<file path="src/rtl/sym_if.sv">
// Handshake/status bundle between the level controller, the symbol generator
// and the display/input-compare stage.
interface sym_if #(
  parameter int SYM_WIDTH = 4
);
  logic                 newLevel;
  logic                 victory;
  logic [3:0]           curLevel;
  logic [31:0]          symGenMax;
  logic                 symReady;
  logic                 symValid;
  logic [SYM_WIDTH-1:0] symOut;
  logic [7:0]           symCount;
  logic                 overflow;
  logic                 genActive;

  modport master (
    output newLevel, victory, curLevel, symGenMax, symReady,
    input  symValid, symOut, symCount, overflow, genActive
  );

  modport slave (
    input  newLevel, victory, curLevel, symGenMax, symReady,
    output symValid, symOut, symCount, overflow, genActive
  );
endinterface

</file>
<file path="src/rtl/sym_generator.sv">
// Periodic pseudo-random symbol generator feeding a small FWFT FIFO.
// Restarts on newLevel, freezes generation on victory until Reset.
module sym_generator #(
  parameter int          DEPTH     = 4,
  parameter int          SYM_WIDTH = 4,
  parameter logic [15:0] LFSR_SEED = 16'hACE1
) (
  input logic   Clk100M,
  input logic   Reset,
  sym_if.slave  bus
);
  localparam int             AW       = (DEPTH > 1) ? $clog2(DEPTH) : 1;
  localparam logic [AW-1:0]  PTR_ONE  = AW'(1);
  localparam logic [AW:0]    CNT_ONE  = (AW+1)'(1);
  localparam logic [AW:0]    FULL_CNT = (AW+1)'(DEPTH);

  typedef enum logic [1:0] {
    ST_IDLE = 2'd0,
    ST_RUN  = 2'd1,
    ST_HALT = 2'd2
  } state_t;

  function automatic logic [SYM_WIDTH-1:0] level_mask(input logic [3:0] lvl);
    logic [15:0] m;
    if (lvl <= 4'd1) begin
      m = 16'h0003;
    end else if (lvl == 4'd2) begin
      m = 16'h0007;
    end else begin
      m = 16'h000F;
    end
    return m[SYM_WIDTH-1:0];
  endfunction

  // Fibonacci form, taps 16,14,13,11, shifting toward bit 0.
  function automatic logic [15:0] lfsr_step(input logic [15:0] v);
    return {v[0] ^ v[2] ^ v[3] ^ v[5], v[15:1]};
  endfunction

  state_t                state_r, state_nxt_s;
  logic [31:0]           tick_cnt_r, tick_cnt_nxt_s, period_r;
  logic [SYM_WIDTH-1:0]  mask_r;
  logic [15:0]           lfsr_r;
  logic [SYM_WIDTH-1:0]  mem_r [DEPTH];
  logic [AW-1:0]         rd_ptr_r, wr_ptr_r, rd_ptr_nxt_s, wr_ptr_nxt_s;
  logic [AW:0]           count_r, count_nxt_s;
  logic [7:0]            sym_count_r, sym_count_nxt_s;
  logic                  overflow_r, overflow_nxt_s;
  logic                  valid_r, gen_active_r;
  logic [SYM_WIDTH-1:0]  sym_out_r, head_nxt_s, sym_s;
  logic                  accept_s, tick_s, full_s, pop_s, push_s, drop_s;

  // Next-state, tick, FIFO control and next output values.
  always_comb begin
    state_nxt_s     = state_r;
    accept_s        = 1'b0;
    tick_s          = 1'b0;
    full_s          = (count_r == FULL_CNT);
    pop_s           = valid_r && bus.symReady;
    push_s          = 1'b0;
    drop_s          = 1'b0;
    sym_s           = lfsr_r[SYM_WIDTH-1:0] & mask_r;
    tick_cnt_nxt_s  = 32'd0;
    rd_ptr_nxt_s    = rd_ptr_r;
    wr_ptr_nxt_s    = wr_ptr_r;
    count_nxt_s     = count_r;
    sym_count_nxt_s = sym_count_r;
    overflow_nxt_s  = overflow_r;
    head_nxt_s      = '0;

    case (state_r)
      ST_IDLE: begin
        if (bus.victory) begin
          state_nxt_s = ST_HALT;
        end else if (bus.newLevel) begin
          state_nxt_s = ST_RUN;
          accept_s    = 1'b1;
        end else begin
          state_nxt_s = ST_IDLE;
        end
      end
      ST_RUN: begin
        tick_s = (tick_cnt_r == (period_r - 32'd1));
        if (bus.victory) begin
          state_nxt_s = ST_HALT;
        end else if (bus.newLevel) begin
          state_nxt_s = ST_RUN;
          accept_s    = 1'b1;
        end else begin
          state_nxt_s = ST_RUN;
        end
      end
      ST_HALT: begin
        state_nxt_s = ST_HALT;
      end
      default: begin
        state_nxt_s = ST_IDLE;
      end
    endcase

    if (accept_s) begin
      rd_ptr_nxt_s    = '0;
      wr_ptr_nxt_s    = '0;
      count_nxt_s     = '0;
      sym_count_nxt_s = 8'd0;
      overflow_nxt_s  = 1'b0;
    end else begin
      tick_cnt_nxt_s = (state_r == ST_RUN) ? (tick_s ? 32'd0 : tick_cnt_r + 32'd1) : 32'd0;
      push_s         = tick_s && (!full_s || pop_s);
      drop_s         = tick_s && full_s && !pop_s;
      if (pop_s) begin
        rd_ptr_nxt_s = rd_ptr_r + PTR_ONE;
      end else begin
        rd_ptr_nxt_s = rd_ptr_r;
      end
      if (push_s) begin
        wr_ptr_nxt_s = wr_ptr_r + PTR_ONE;
        if (sym_count_r != 8'd255) begin
          sym_count_nxt_s = sym_count_r + 8'd1;
        end else begin
          sym_count_nxt_s = sym_count_r;
        end
      end else begin
        wr_ptr_nxt_s = wr_ptr_r;
      end
      case ({push_s, pop_s})
        2'b10:   count_nxt_s = count_r + CNT_ONE;
        2'b01:   count_nxt_s = count_r - CNT_ONE;
        default: count_nxt_s = count_r;
      endcase
      if (drop_s) begin
        overflow_nxt_s = 1'b1;
      end else begin
        overflow_nxt_s = overflow_r;
      end
    end

    // A push into an otherwise-empty FIFO is the head before it reaches memory.
    if (count_nxt_s == '0) begin
      head_nxt_s = '0;
    end else if (push_s && (wr_ptr_r == rd_ptr_nxt_s)) begin
      head_nxt_s = sym_s;
    end else begin
      head_nxt_s = mem_r[rd_ptr_nxt_s];
    end
  end

  // State, counters, LFSR, FIFO storage and registered outputs.
  always_ff @(posedge Clk100M) begin
    if (Reset) begin
      state_r      <= ST_IDLE;
      tick_cnt_r   <= 32'd0;
      period_r     <= 32'd0;
      mask_r       <= '0;
      lfsr_r       <= LFSR_SEED;
      rd_ptr_r     <= '0;
      wr_ptr_r     <= '0;
      count_r      <= '0;
      sym_count_r  <= 8'd0;
      overflow_r   <= 1'b0;
      valid_r      <= 1'b0;
      sym_out_r    <= '0;
      gen_active_r <= 1'b0;
      for (int i = 0; i < DEPTH; i++) begin
        mem_r[i] <= '0;
      end
    end else begin
      state_r      <= state_nxt_s;
      tick_cnt_r   <= tick_cnt_nxt_s;
      lfsr_r       <= lfsr_step(lfsr_r);
      rd_ptr_r     <= rd_ptr_nxt_s;
      wr_ptr_r     <= wr_ptr_nxt_s;
      count_r      <= count_nxt_s;
      sym_count_r  <= sym_count_nxt_s;
      overflow_r   <= overflow_nxt_s;
      valid_r      <= (count_nxt_s != '0);
      sym_out_r    <= head_nxt_s;
      gen_active_r <= (state_nxt_s == ST_RUN);
      if (accept_s) begin
        period_r <= (bus.symGenMax < 32'd2) ? 32'd2 : bus.symGenMax;
        mask_r   <= level_mask(bus.curLevel);
      end else begin
        period_r <= period_r;
        mask_r   <= mask_r;
      end
      if (push_s) begin
        mem_r[wr_ptr_r] <= sym_s;
      end
    end
  end

  assign bus.symValid  = valid_r;
  assign bus.symOut    = sym_out_r;
  assign bus.symCount  = sym_count_r;
  assign bus.overflow  = overflow_r;
  assign bus.genActive = gen_active_r;
endmodule

</file>
<file path="src/flat_wrapper.sv">
// flat-port wrapper written by rule: the top's interface ports become plain ports
module sym_generator_flat 
#(
  parameter int          DEPTH     = 4,
  parameter int          SYM_WIDTH = 4,
  parameter logic [15:0] LFSR_SEED = 16'hACE1
)
  (Clk100M, Reset, bus_newLevel, bus_victory, bus_curLevel, bus_symGenMax, bus_symReady, bus_symValid, bus_symOut, bus_symCount, bus_overflow, bus_genActive);
  sym_if #(.SYM_WIDTH(SYM_WIDTH)) bus_i ();
  input logic Clk100M;
  input logic Reset;
  input wire logic [$bits(bus_i.newLevel)-1:0] bus_newLevel;
  input wire logic [$bits(bus_i.victory)-1:0] bus_victory;
  input wire logic [$bits(bus_i.curLevel)-1:0] bus_curLevel;
  input wire logic [$bits(bus_i.symGenMax)-1:0] bus_symGenMax;
  input wire logic [$bits(bus_i.symReady)-1:0] bus_symReady;
  output wire logic [$bits(bus_i.symValid)-1:0] bus_symValid;
  output wire logic [$bits(bus_i.symOut)-1:0] bus_symOut;
  output wire logic [$bits(bus_i.symCount)-1:0] bus_symCount;
  output wire logic [$bits(bus_i.overflow)-1:0] bus_overflow;
  output wire logic [$bits(bus_i.genActive)-1:0] bus_genActive;
  assign bus_i.newLevel = bus_newLevel;
  assign bus_i.victory = bus_victory;
  assign bus_i.curLevel = bus_curLevel;
  assign bus_i.symGenMax = bus_symGenMax;
  assign bus_i.symReady = bus_symReady;
  assign bus_symValid = bus_i.symValid;
  assign bus_symOut = bus_i.symOut;
  assign bus_symCount = bus_i.symCount;
  assign bus_overflow = bus_i.overflow;
  assign bus_genActive = bus_i.genActive;
  sym_generator #(.DEPTH(DEPTH), .SYM_WIDTH(SYM_WIDTH), .LFSR_SEED(LFSR_SEED)) u_core (.Clk100M(Clk100M), .Reset(Reset), .bus(bus_i));
endmodule
</file>
<file path="config.mk">
export PLATFORM = sky130hd
export DESIGN_NAME = sym_generator_flat
export DESIGN_NICKNAME = d
export VERILOG_FILES = /design/src/rtl/sym_if.sv /design/src/rtl/sym_generator.sv /design/src/flat_wrapper.sv
export SDC_FILE = /design/constraint.sdc
export NUM_CORES = 1
export LEC_CHECK = 0
export CORE_ASPECT_RATIO = 1.2
export CORE_UTILIZATION = 36
export CTS_CLUSTER_SIZE = 8
export DETAILED_ROUTE_END_ITERATION = 10
export DONT_BUFFER_PORTS = 1
export PLACE_DENSITY = 0.58
export SLEW_MARGIN = 20
export SYNTH_ARGS = -nofsm -noshare
export SYNTH_HDL_FRONTEND = slang
export SYNTH_SLANG_ARGS = --single-unit
</file>
<file path="constraint.sdc">
create_clock -name Clk100M -period 5.26 [get_ports Clk100M]
set_input_delay 1.052 -clock Clk100M [delete_from_list [all_inputs] [get_ports Clk100M]]
set_output_delay 1.052 -clock Clk100M [all_outputs]
set_load 0.005 [all_outputs]
</file>
==> impl_metrics.env <==
export IMPL_status="finished clean"
export IMPL_cts_buffer_depth=2
export IMPL_die_h_um=148.8
export IMPL_hold_depth=1
export IMPL_worstPathCellList="inv_1, ha_1, nor3b_4, nand4_2, or3_1, o31a_1, a211oi_4, nand2_4, nor4_4, inv_1, ha_1, fa_1, xnor2_1, nor2_1, xnor2_1, a31oi_2, nor3b_1, nand4_1, o211ai_1, nand4_1, o21ai_0"
export IMPL_power_frac_seq_pct=41.5
export IMPL_finalSetupViolCount=0
export IMPL_grt_max_degree=65
export IMPL_die_area_mm2=0.01850
export IMPL_drive_gt1_share_pct=12.03
export IMPL_combPwrFrac_pct=11.0
export IMPL_switching_share_pct=27.63
export IMPL_drcViolationCount=0
export IMPL_core_mm2=0.01757
export IMPL_drv_slew=0
export IMPL_clock_sinks=123
export IMPL_p_int_mw=1.750
export IMPL_cts_tree="done"
export IMPL_diodes=0
export IMPL_ir_worst_vdd_uv=185.4
export IMPL_grt_overflow=0
export IMPL_ys_async_sr_fraction_pct=0
export IMPL_synthesis_nets=805
export IMPL_yosysTopAreaCellShare_pct=33.13
export IMPL_cts_hold_buf=0
export IMPL_viasPerCell=5.290
export IMPL_ioPinCount=56
export IMPL_min_period_ns=4.794
export IMPL_drt_wl_total_um=15860
export IMPL_cap_violations=0
export IMPL_worstSkewPairLatency_ns=0.42
export IMPL_fin_util_pct=41.40
export IMPL_cp_arrival_ns=5.13
export IMPL_synth_ff_type="dfxtp_1"
export IMPL_synth_top_cells_by_area="dfxtp_1 (33%), edfxtp_1 (7.4%), xnor2_1 (6.0%)"
export IMPL_hold_path_startpoint="u_core.lfsr_r[6]"
export IMPL_ys_seq_area_share_pct=40.56
export IMPL_dp_hpwl_um=11850
export IMPL_antenna_left=0
export IMPL_worstPathMaxFanout=8
export IMPL_max_freq_mhz=208.6
export IMPL_rsz0062_at_grt="false"
export IMPL_worstSetupPathType="flop to flop"
export IMPL_startpoint_type="flop"
export IMPL_fin_skew_ns=0.009864
export IMPL_end_kind="flop"
export IMPL_critical_path_max_stage_delay_ns=0.42
export IMPL_finalHoldViolCount=0
export IMPL_clk_pin_slew_ns=0.06
export IMPL_fin_crit_sh_pct=91.14
export IMPL_die_w_um=124.3
export IMPL_tns_ns=0
export IMPL_rows=53
export IMPL_placed_cell_area_mm2=0.006664
export IMPL_netSwitchingPower_mw=0.6681
export IMPL_crit_path_top_delay_cell="or3_1"
export IMPL_relSlewSlack_pct=44.88
export IMPL_synth_edff_count=16
export IMPL_r2r_end="u_core.bus.symOut[1]"
export IMPL_final_cell_area_mm2=0.007274
export IMPL_static_leakage_power_nw=2.540
export IMPL_drtIter0Drc=287
export IMPL_critPathRequiredTime_ns=5.60
export IMPL_ys_ff_latch=123
export IMPL_syn_area_per_cell_um2=8.519
export IMPL_grt_pass1_vias=4967
export IMPL_yosysWarnings=0
export IMPL_worst_pin_slew_ns=0.8268
export IMPL_r2r_cells=21
export IMPL_power_density_mw_per_mm2=332.5
export IMPL_grt_total_usage_pct=17.69
export IMPL_drtPass1Iterations=5
export IMPL_cts_buffers=17
export IMPL_grt_first_pass_wirelength_um=25670
export IMPL_dr_wl_met2_um=7944
export IMPL_reg2reg_from="u_core.period_r[0]"
export IMPL_numPortBuffers=0
export IMPL_start_util_pct=36.80
export IMPL_p_clk_share_pct=47.5
export IMPL_worstHoldEndpoint="u_core.lfsr_r[5]"
export IMPL_wire_per_inst_um=16.10
export IMPL_yosys_area_top_type="dfxtp_1"
export IMPL_area_growth_pct=12.50
export IMPL_wl_met1_um=6884
export IMPL_yosysUniqueCellTypes=78
export IMPL_synth_cells=759
export IMPL_htree_num_levels=4
export IMPL_dr_wl_met3_um=666
export IMPL_hp_class="flop to flop"
export IMPL_cts_setup_buffers=0
export IMPL_vias=5211
export IMPL_dr_max_layer_used="met4"
export IMPL_root_buffer="clkbuf_16"
export IMPL_final_nets=798
export IMPL_ctsResizeCount=0
export IMPL_ff2ff_setup_slack_ns=0.47
export IMPL_place_congestion=0.8469
export IMPL_netlist_area_mm2=0.006466
export IMPL_antenna_found_initial=0
[cells in the mapped netlist (3+ instances only)]
| library cell | instances |
|---|---|
| nor4_2 | 3 |
| nand2b_1 | 11 |
| nor2_2 | 3 |
| inv_1 | 13 |
| nor3b_1 | 3 |
| a21o_1 | 3 |
| edfxtp_1 | 16 |
| xor2_1 | 43 |
| or3_1 | 9 |
| nor3_1 | 16 |
| a31oi_1 | 3 |
| mux2i_1 | 10 |
| and2_1 | 8 |
| nand3_1 | 26 |
| nand4_1 | 25 |
| nor2_1 | 96 |
| a21oi_1 | 36 |
| dfxtp_1 | 107 |
| mux2_2 | 4 |
| buf_2 | 8 |
| ha_1 | 4 |
| and3_1 | 7 |
| or4_1 | 4 |
| clkbuf_1 | 26 |
| or2_2 | 9 |
| o21ai_0 | 16 |
| o31a_1 | 3 |
| xnor2_1 | 44 |
| nand3b_1 | 3 |
| nor2b_1 | 14 |
| o211ai_1 | 4 |
| nand2_1 | 98 |
| nor3_2 | 4 |
| and4_1 | 4 |
| a211oi_1 | 3 |
| nor4_1 | 18 |
[layer usage]
layer	vias up	track usage [%]
met1	2455	20.98
li1	2639	-
met5	-	0
met4	0	7.108
met3	14	4.268
met2	103	30.66
[power groups by stage]
stage / Combinational (mW) / Sequential, mW / Clock [mW]
global route: 0.293 / 1.01 / 1.21
detailed placement: 0.261 / 1.02 / 0
global placement: 0.261 / 1.02 / 0
finish: 0.267 / 1.00 / 1.15
floorplan: 0.216 / 1.01 / 0
CTS: 0.263 / 1.00 / 1.17
[flip-flops by register name, indices dropped and copies added, names as in the netlist]
| register | count |
|---|---|
| u_core.period_r | 32 |
| u_core.tick_cnt_r | 32 |
| u_core.lfsr_r | 16 |
| u_core.mem_r | 16 |
| u_core.bus.symCount | 8 |
| u_core.bus.symOut | 4 |
| u_core.count_r | 3 |
| u_core.mask_r | 3 |
| u_core.rd_ptr_r | 2 |
| u_core.state_r | 2 |
| u_core.wr_ptr_r | 2 |
| u_core.bus.genActive | 1 |
| u_core.bus.overflow | 1 |
| u_core.bus.symValid | 1 |
[cell type report]
| cell class | instances | area, µm² |
|---|---|---|
| Tap cell | 220 | 275.3 |
| Sequential cell | 123 | 2623 |
| Timing Repair Buffer | 12 | 90.09 |
| Clock inverter | 14 | 141.4 |
| Clock buffer | 18 | 450.4 |
| Fill cell | 1726 | 10300 |
| Multi-Input combinational cell | 585 | 3646 |
| Inverter | 13 | 48.80 |
[per-stage QoR]
step	instances	hold slack, ns	power [mW]	worst slack (ns)
finish	985	0.4078	2.418	0.4661
global route	985	0.4162	2.510	0.08530
CTS	985	0.4097	2.439	0.2950
detailed placement	953	0.3937	1.285	0.3336
global placement	953	0.3931	1.284	0.4633
floorplan	759	0.3895	1.230	0.5366
[cells by family (layout without fill, tap and decap cells)]
group | count (synthesis) | in the layout | share of synthesized area (%)
compound gates | 98 | 98 | 10.31
xor+xnor | 87 | 87 | 11.78
fa+ha+maj | 5 | 5 | 1.084
buf+inv | 51 | 57 | 3.348
flops | 123 | 123 | 40.56
mux | 14 | 14 | 2.245
simple gates | 381 | 381 | 30.67
[worst max-delay path, delay by kind of cell, from the launching register on]
kind,cells,cell delay (ns)
and+or+nand+nor,9,1.99
xor gates and xnor gates,2,0.29
DFF,1,0.36
adders and majority gates,3,0.82
AOI/OAI and AO/OA,5,1.11
buffers and inverters,2,0.14
[how the worst max path moves through the flow]
stage / start / end / slack (ns) / cells past startpoint
finish: u_core.period_r[0] / u_core.bus.symOut[1] / 0.47 / 21
global route: u_core.period_r[0] / u_core.bus.symOut[3] / 0.09 / 21
CTS: u_core.period_r[10] / u_core.bus.symOut[1] / 0.29 / 19
detailed placement: u_core.period_r[0] / u_core.bus.symOut[3] / 0.33 / 21
global placement: u_core.period_r[0] / u_core.bus.symOut[1] / 0.46 / 21
floorplan: u_core.period_r[2] / u_core.bus.symOut[3] / 0.54 / 20
[cell usage in the layout (no fill, tap or decap), types with 8 or more instances in the layout]
master,count
and2_1,8
nor3_1,16
nand2_1,98
nor2_1,96
a21oi_1,36
inv_1,13
nor2b_1,14
or2_2,9
nand3_1,26
o21ai_0,16
clkbuf_16,18
or3_1,9
xnor2_1,44
nand4_1,25
mux2i_1,10
xor2_1,43
dfxtp_1,107
buf_4,12
edfxtp_1,16
nor4_1,18
nand2b_1,11
(Power assumes the default switching activity.)
